==> src/rtl/debounce_pkg.sv <==
// Shared types and defaults for the debounce / edge-detect block.
package debounce_pkg;

  typedef enum logic [1:0] {
    IDLE_LO = 2'd0,
    CHK_HI  = 2'd1,
    IDLE_HI = 2'd2,
    CHK_LO  = 2'd3
  } state_t;

  localparam int SYNC_STAGES_DEF   = 2;
  localparam int STABLE_CYCLES_DEF = 4;
  localparam int CNT_W_DEF         = 8;

  function automatic logic is_chk(input state_t st);
    return (st == CHK_HI) || (st == CHK_LO);
  endfunction

endpackage

==> src/rtl/sync_chain.sv <==
// Shift register of posedge flops with synchronous reset; output is the last stage.
module sync_chain #(
  parameter int STAGES = 2
) (
  input  logic clk,
  input  logic rst,
  input  logic d,
  output logic q
);

  logic [STAGES-1:0] stage;

  always_ff @(posedge clk) begin
    if (rst) begin
      stage <= '0;
    end else begin
      stage[0] <= d;
      for (int i = 1; i < STAGES; i++) begin
        stage[i] <= stage[i-1];
      end
    end
  end

  assign q = stage[STAGES-1];

endmodule

==> src/rtl/debounce_edge_detect.sv <==
// Synchronises d, qualifies each new level for STABLE_CYCLES enabled cycles,
// and emits a registered level plus one-cycle rise/fall pulses.
//
// state   | meaning
// IDLE_LO | out=0, synchronised input agrees
// CHK_HI  | s=1 seen, counting agreement before raising out
// IDLE_HI | out=1, synchronised input agrees
// CHK_LO  | s=0 seen, counting agreement before dropping out
module debounce_edge_detect
  import debounce_pkg::*;
#(
  parameter int SYNC_STAGES   = SYNC_STAGES_DEF,
  parameter int STABLE_CYCLES = STABLE_CYCLES_DEF,
  parameter int CNT_W         = CNT_W_DEF
) (
  input  logic clk,
  input  logic rst,
  input  logic d,
  input  logic en,
  output logic out,
  output logic rise,
  output logic fall,
  output logic busy
);

  localparam logic [CNT_W-1:0] CNT_LAST = CNT_W'(STABLE_CYCLES - 1);
  localparam logic [CNT_W-1:0] CNT_ONE  = CNT_W'(1);

  logic             s;
  state_t           state, state_nxt;
  logic [CNT_W-1:0] cnt, cnt_nxt;
  logic             out_nxt, rise_nxt, fall_nxt, busy_nxt;

  sync_chain #(.STAGES(SYNC_STAGES)) u_sync (
    .clk (clk),
    .rst (rst),
    .d   (d),
    .q   (s)
  );

  always_ff @(posedge clk) begin
    if (rst) begin
      state <= IDLE_LO;
      cnt   <= '0;
      out   <= 1'b0;
      rise  <= 1'b0;
      fall  <= 1'b0;
      busy  <= 1'b0;
    end else begin
      state <= state_nxt;
      cnt   <= cnt_nxt;
      out   <= out_nxt;
      rise  <= rise_nxt;
      fall  <= fall_nxt;
      busy  <= busy_nxt;
    end
  end

  // en=0 freezes both state and counter, so glitches while disabled are invisible.
  always_comb begin
    state_nxt = state;
    cnt_nxt   = cnt;
    if (en) begin
      case (state)
        IDLE_LO: begin
          if (s) begin
            state_nxt = CHK_HI;
            cnt_nxt   = CNT_ONE;
          end
        end
        CHK_HI: begin
          if (!s) begin
            state_nxt = IDLE_LO;
            cnt_nxt   = '0;
          end else if (cnt == CNT_LAST) begin
            state_nxt = IDLE_HI;
            cnt_nxt   = '0;
          end else begin
            cnt_nxt = cnt + CNT_ONE;
          end
        end
        IDLE_HI: begin
          if (!s) begin
            state_nxt = CHK_LO;
            cnt_nxt   = CNT_ONE;
          end
        end
        CHK_LO: begin
          if (s) begin
            state_nxt = IDLE_HI;
            cnt_nxt   = '0;
          end else if (cnt == CNT_LAST) begin
            state_nxt = IDLE_LO;
            cnt_nxt   = '0;
          end else begin
            cnt_nxt = cnt + CNT_ONE;
          end
        end
        default: begin
          state_nxt = IDLE_LO;
          cnt_nxt   = '0;
        end
      endcase
    end
  end

  always_comb begin
    rise_nxt = (state == CHK_HI) && (state_nxt == IDLE_HI);
    fall_nxt = (state == CHK_LO) && (state_nxt == IDLE_LO);
    out_nxt  = out;
    if (rise_nxt) out_nxt = 1'b1;
    if (fall_nxt) out_nxt = 1'b0;
    busy_nxt = is_chk(state_nxt);
  end

endmodule

==> config.mk <==
export PLATFORM = sky130hd
export DESIGN_NAME = debounce_edge_detect
export DESIGN_NICKNAME = d
export VERILOG_FILES = /design/src/rtl/debounce_pkg.sv /design/src/rtl/sync_chain.sv /design/src/rtl/debounce_edge_detect.sv
export SDC_FILE = /design/constraint.sdc
export NUM_CORES = 1
export LEC_CHECK = 0
export CORE_MARGIN = 4
export CORE_UTILIZATION = 50
export CTS_CLUSTER_SIZE = 30
export DETAILED_ROUTE_END_ITERATION = 8
export PLACE_DENSITY = 0.73
export SLEW_MARGIN = 10
export SYNTH_ARGS = -nofsm -noshare
export SYNTH_HDL_FRONTEND = slang
export SYNTH_SLANG_ARGS = --single-unit
==> constraint.sdc <==
create_clock -name clk -period 2.2 [get_ports clk]
set_clock_uncertainty 0.2 [all_clocks]
set_input_delay 0.44 -clock clk [delete_from_list [all_inputs] [get_ports clk]]
set_output_delay 0.44 -clock clk [all_outputs]
set_load 0.03 [all_outputs]
Word level (Yosys, flattened, before mapping)
Index checks and enable logic that the tools add are counted.
{ "totals": {"ram_bits": 0, "memories": 0, "latchBits": 0, "register_bits": 16, "rom_bits": 0} }
{ "classes": {"bitwise_logic": 0, "reduce_logical": 7, "mux": 14, "order_cmp": 0, "mul": 0, "n_eq_ne": 9, "n_div": 0, "add_sub_neg": 1, "n_shift": 0} }
{ "ops": {"columns": ["operator", "count"], "rows": [
  ["$mux 8", 5],
  ["$pmux 8 s4", 1],
  ["$mux 2", 7],
  ["$add 8x1->8 const B", 1],
  ["$eq 2x2->1 const B", 4],
  ["$eq 8x2->1 const B", 1],
  ["$pmux 2 s4", 1],
  ["$eq 2x1->1 const B", 2],
  ["$logic_not 2->1", 2],
  ["$reduce_and 3->1", 1],
  ["$logic_and 1x1->1", 2],
  ["$ne 2x1->1 const B", 1],
  ["$ne 2x2->1 const B", 1],
  ["$reduce_or 2->1", 1],
  ["$logic_or 1x1->1", 1]
]} }

Longest topological paths before layout
{ "logic_depth": {"depth_word": 8, "ltp_mapped": 5, "depth_no_buf": 5} }

Cells and area by module
From an unflattened synthesis, not the netlist that was laid out.
{ "unflattened": {"hier_cells": 75, "area_unflattened_um2": 690.7} }
{ "by_module_without_submodules": {"columns": ["mod", "cells_per_inst", "seq_area_each_um2", "instances", "area_per_inst_um2"], "rows": [
  ["debounce_edge_detect", 71, 260.2, 1, 638.1],
  ["sync_chain", 4, 40.0, 1, 52.6]
]} }

Worst setup path after synthesis
No wires, ideal clock.
{ "synth_path": {"kind": "flip-flop to flip-flop", "from": "register cnt[0]", "to": "register cnt[2]", "stages_incl_launch_ff": 6, "period_less_slack_ns": 1.826, "setup_slack_ns": 0.374, "t_arrival_ns": 1.503, "required_time_ns": 1.876, "n_path_buf": 0, "setup_time_ns": 0.124, "path_cell_list": "dfxtp_1 -> ha_1 -> or4b_1 -> o211a_1 -> o21bai_2 -> nor2_1"} }
{ "synth_via": {"elab_chain_len": 4, "word_cells_on_any_way": 6, "classes_between": "add/sub: 1; eq/ne: 1; mux: 4"} }
{ "synth_rtl": {"columns": ["element", "line_no", "source"], "rows": [
  ["start, declared", "debounce_edge_detect.sv:31", "logic [CNT_W-1:0] cnt, cnt_nxt;"],
  ["start signal, assigned", "debounce_edge_detect.sv:51", "cnt <= cnt_nxt;"],
  ["$add 8x1->8 / $eq 8x2->1 (equally long branches)", null, null],
  ["$mux 8 *", "debounce_edge_detect.sv:75, debounce_edge_detect.sv:92", null],
  ["$mux 8 (on tied branches)", "debounce_edge_detect.sv:89, debounce_edge_detect.sv:72", null],
  ["$pmux 8 s4 *", "debounce_edge_detect.sv:64", "case (state)"]
]} }
Every way passes the cells marked *; elsewhere a longest branch is shown, timed or not.
A chain may end at the register's enable or synchronous reset.

Worst setup path after layout
{ "layout_path": {"from": "register cnt[0]", "to": "register cnt[6]"} }
Same word-level chain as after synthesis.

==> run metrics <==
status=finished clean; fin. max-slew vios=0; post-layout util=0.621; Min-Delay Path Class=flop to flop; VDD IR max=around 290 uV; TNS Setup=0 ns; Worst Setup Path Type=flop to flop; PD cells=~590 nW/um^2; Total GRT Usage=0.139; Residual DRC=0; RSZ-0062 raised after global routing=false; Area growth syn-to-layout=17.7%; minimum clock period after layout=slightly above 2 ns; Wirelength per Cell=between 10 and 15 um; WP buf/inv=0; routed wire length=about 1.2 mm; max incr delay on CP=approximately 0.48 ns; CP max FO=6; setup bufs post-CTS=0; DR vias/cell=5.59; top post-synthesis cells by area=dfxtp_1 44%, xor2_1 6.5%, nor2_1 3.9%, nor2b_1 3.7%, o21ai_0 3.7%; FF-to-FF setup slack=0.15 ns; CP required=2.17 ns; Synth Net Count=76; Initial Utilization=0.528; maxcap violations=0; hold_buf cts=0; Pre-Repair DR Iteration Count=4; largest net degree at the start of global routing=13; CP cell instances=ha_1 -> or4b_1 -> o211a_1 -> o21bai_2 -> nor2_1; aggregate global routing overflow=0; Clock Latency Late Sink=0.28 ns; max_slew headroom=0.720; clk sink count=15; crit share post-route=0.933; hpwl dp=869 um; Max Clk Rate=a little under 0.5 GHz; Synth Area in Simple Gates=0.218; synthesis-stage register bit count=15; I/O Buffers=7; vias in the first global route=486; Gate Count Post-Synth=just over 70; mux share of post-synthesis cell area=0.0295; Adder-Cell Fraction of Synth Area=0.0185; YS warnings=0; FP Rows=13; Clock Path Buffers=2; CTS tree=done; Leakage=about 0.30 nW; IO Count=8; GPL Wtd Cong=about 0.8; post-synth cell types=30; Die X-Extent=approximately 45 um; Post-Place Cells=92; post-route ant nets=0; main combinational cell family by area after synthesis=simple AND/OR/NAND/NOR gates; synthesized area=approximately 680 um^2; Non-Filler Instances=96; CTS resizes=0; layout cell share with drive strength beyond 1=0.123; Worst-Margin Slew=approximately 0.42 ns; # diodes=0; Worst setup EP type=flop; initial antenna violation count=0; first-pass GRT wire length=2.05 mm; post-synth top area share=0.443; total clock buffers created by CTS=3; most common cell after layout, fill and taps aside=dfxtp_1; CTS clk-pin slew, worst paths=around 0.09 ns; sequential share of the synthesized area=0.443; via count=about 540; Die Area=about 2000 um^2; count of final hold-check violations=0; Avg Synthesized Cell Area=9.55 um^2; htree depth=1; commonest cells after routing, fill and taps aside=15 x dfxtp_1, 7 x nor2_1, 7 x clkdlybuf4s50_1; Final setup violation count=0; Die H=roughly 45 um; slowest CP cell=or4b_1; post-synth top area cell=dfxtp_1; Detailed Route Iter0 Violations=15; core box area=between 1000 and 1500 um^2; Root Buffer=clkbuf_4; NumNets Final=87; Final Total Pwr=0.469 mW; Crit path arrival time=around 2.0 ns; Top delay family on crit path=simple AND/OR/NAND/NOR gates; startpoint type of the worst setup path=flop; Synth Area in Compound Gates=0.181; XOR/XNOR Fraction of Synth Area=0.0886
-- routing by layer --
| layer | up-vias | part of all wire | GRT usage |
|---|---|---|---|
| li1 | 280 | - | - |
| met1 | 250 | 0.51 | 0.174 |
| met2 | 5 | 0.45 | 0.221 |
| met3 | 2 | 0.031 | 0.0239 |
| met4 | 0 | 0.012 | 0.0877 |
| met5 | - | 0 | 0 |
-- cells in the mapped netlist --
cell        n
nor3b_1     1
nand3_1     1
nor4b_1     1
nor2b_1     4
xor2_2      1
nand4_1     2
o21bai_2    1
dfxtp_1    15
o2111ai_1   1
inv_1       1
ha_1        1
o211ai_1    1
nor3_1      1
xor2_1      5
clkbuf_1    3
nor4_1      1
a21oi_1     3
or4b_1      1
nand2_1     3
o211a_1     1
a31oi_1     1
or3_1       2
o21ai_0     5
a211oi_1    1
o2111ai_2   1
mux2i_1     2
nor2_1      7
and4_1      2
a21oi_2     1
o31ai_1     1
-- logic make-up (layout without fill, tap and decap cells) --
logic type                 Yosys count  after routing
AOI/OAI and AO/OA                   17             17
xor gates and xnor gates             6              6
adders and majority gates            1              1
buffers and inverters                4             14
DFF                                 15             15
muxes                                2              2
and+or+nand+nor                     26             26
-- state kept, by name, indices dropped and copies added (netlist names) --
register      flops
cnt               8
u_sync.stage      2
busy              1
fall              1
out               1
rise              1
state             1
-- where the power goes --
part           internal [mW]  switching [mW]  leakage [nW]
logic                 0.0160          0.0193         0.162
clock network         0.0675          0.0877        0.0177
registers              0.276         0.00320         0.121
total                  0.359           0.110         0.301
-- path summary, 6_finish.rpt --
| kind | startpoint | endpoint | cells past startpoint |
|---|---|---|---|
| worst max-delay path | cnt[0] | cnt[6] | 5 |
| worst min-delay path | u_sync.stage[0] | u_sync.stage[1] | 1 |
| worst max register to register | cnt[0] | cnt[6] | 5 |
| worst min register to register | u_sync.stage[0] | u_sync.stage[1] | 1 |
-- final cells by class --
class / instances / area [um^2]
sequential: 15 / 300
multi-input combinational: 52 / 363
inverter: 1 / 3.75
clock buffer: 3 / 22.5
clock inverter: 1 / 5.00
tap: 15 / 18.8
timing repair buffer: 9 / 85.1
fill: 118 / 487
-- stage by stage --
stage	area, um^2	setup slack, ns	hold WS (ns)
after floorplan	678	0.374	0.214
after global placement	771	0.179	0.224
after detailed placement	771	0.156	0.231
after CTS	798	0.149	0.244
after global routing	798	0.0386	0.256
final	798	0.148	0.236
-- worst register-to-register path, cell delays in order (launching register included) --
cell and delay (ns):
dfxtp_1 0.40, ha_1 0.23, or4b_1 0.48, o211a_1 0.25, o21bai_2 0.27, nor2_1 0.11
Power figures use the tool's default switching activity.
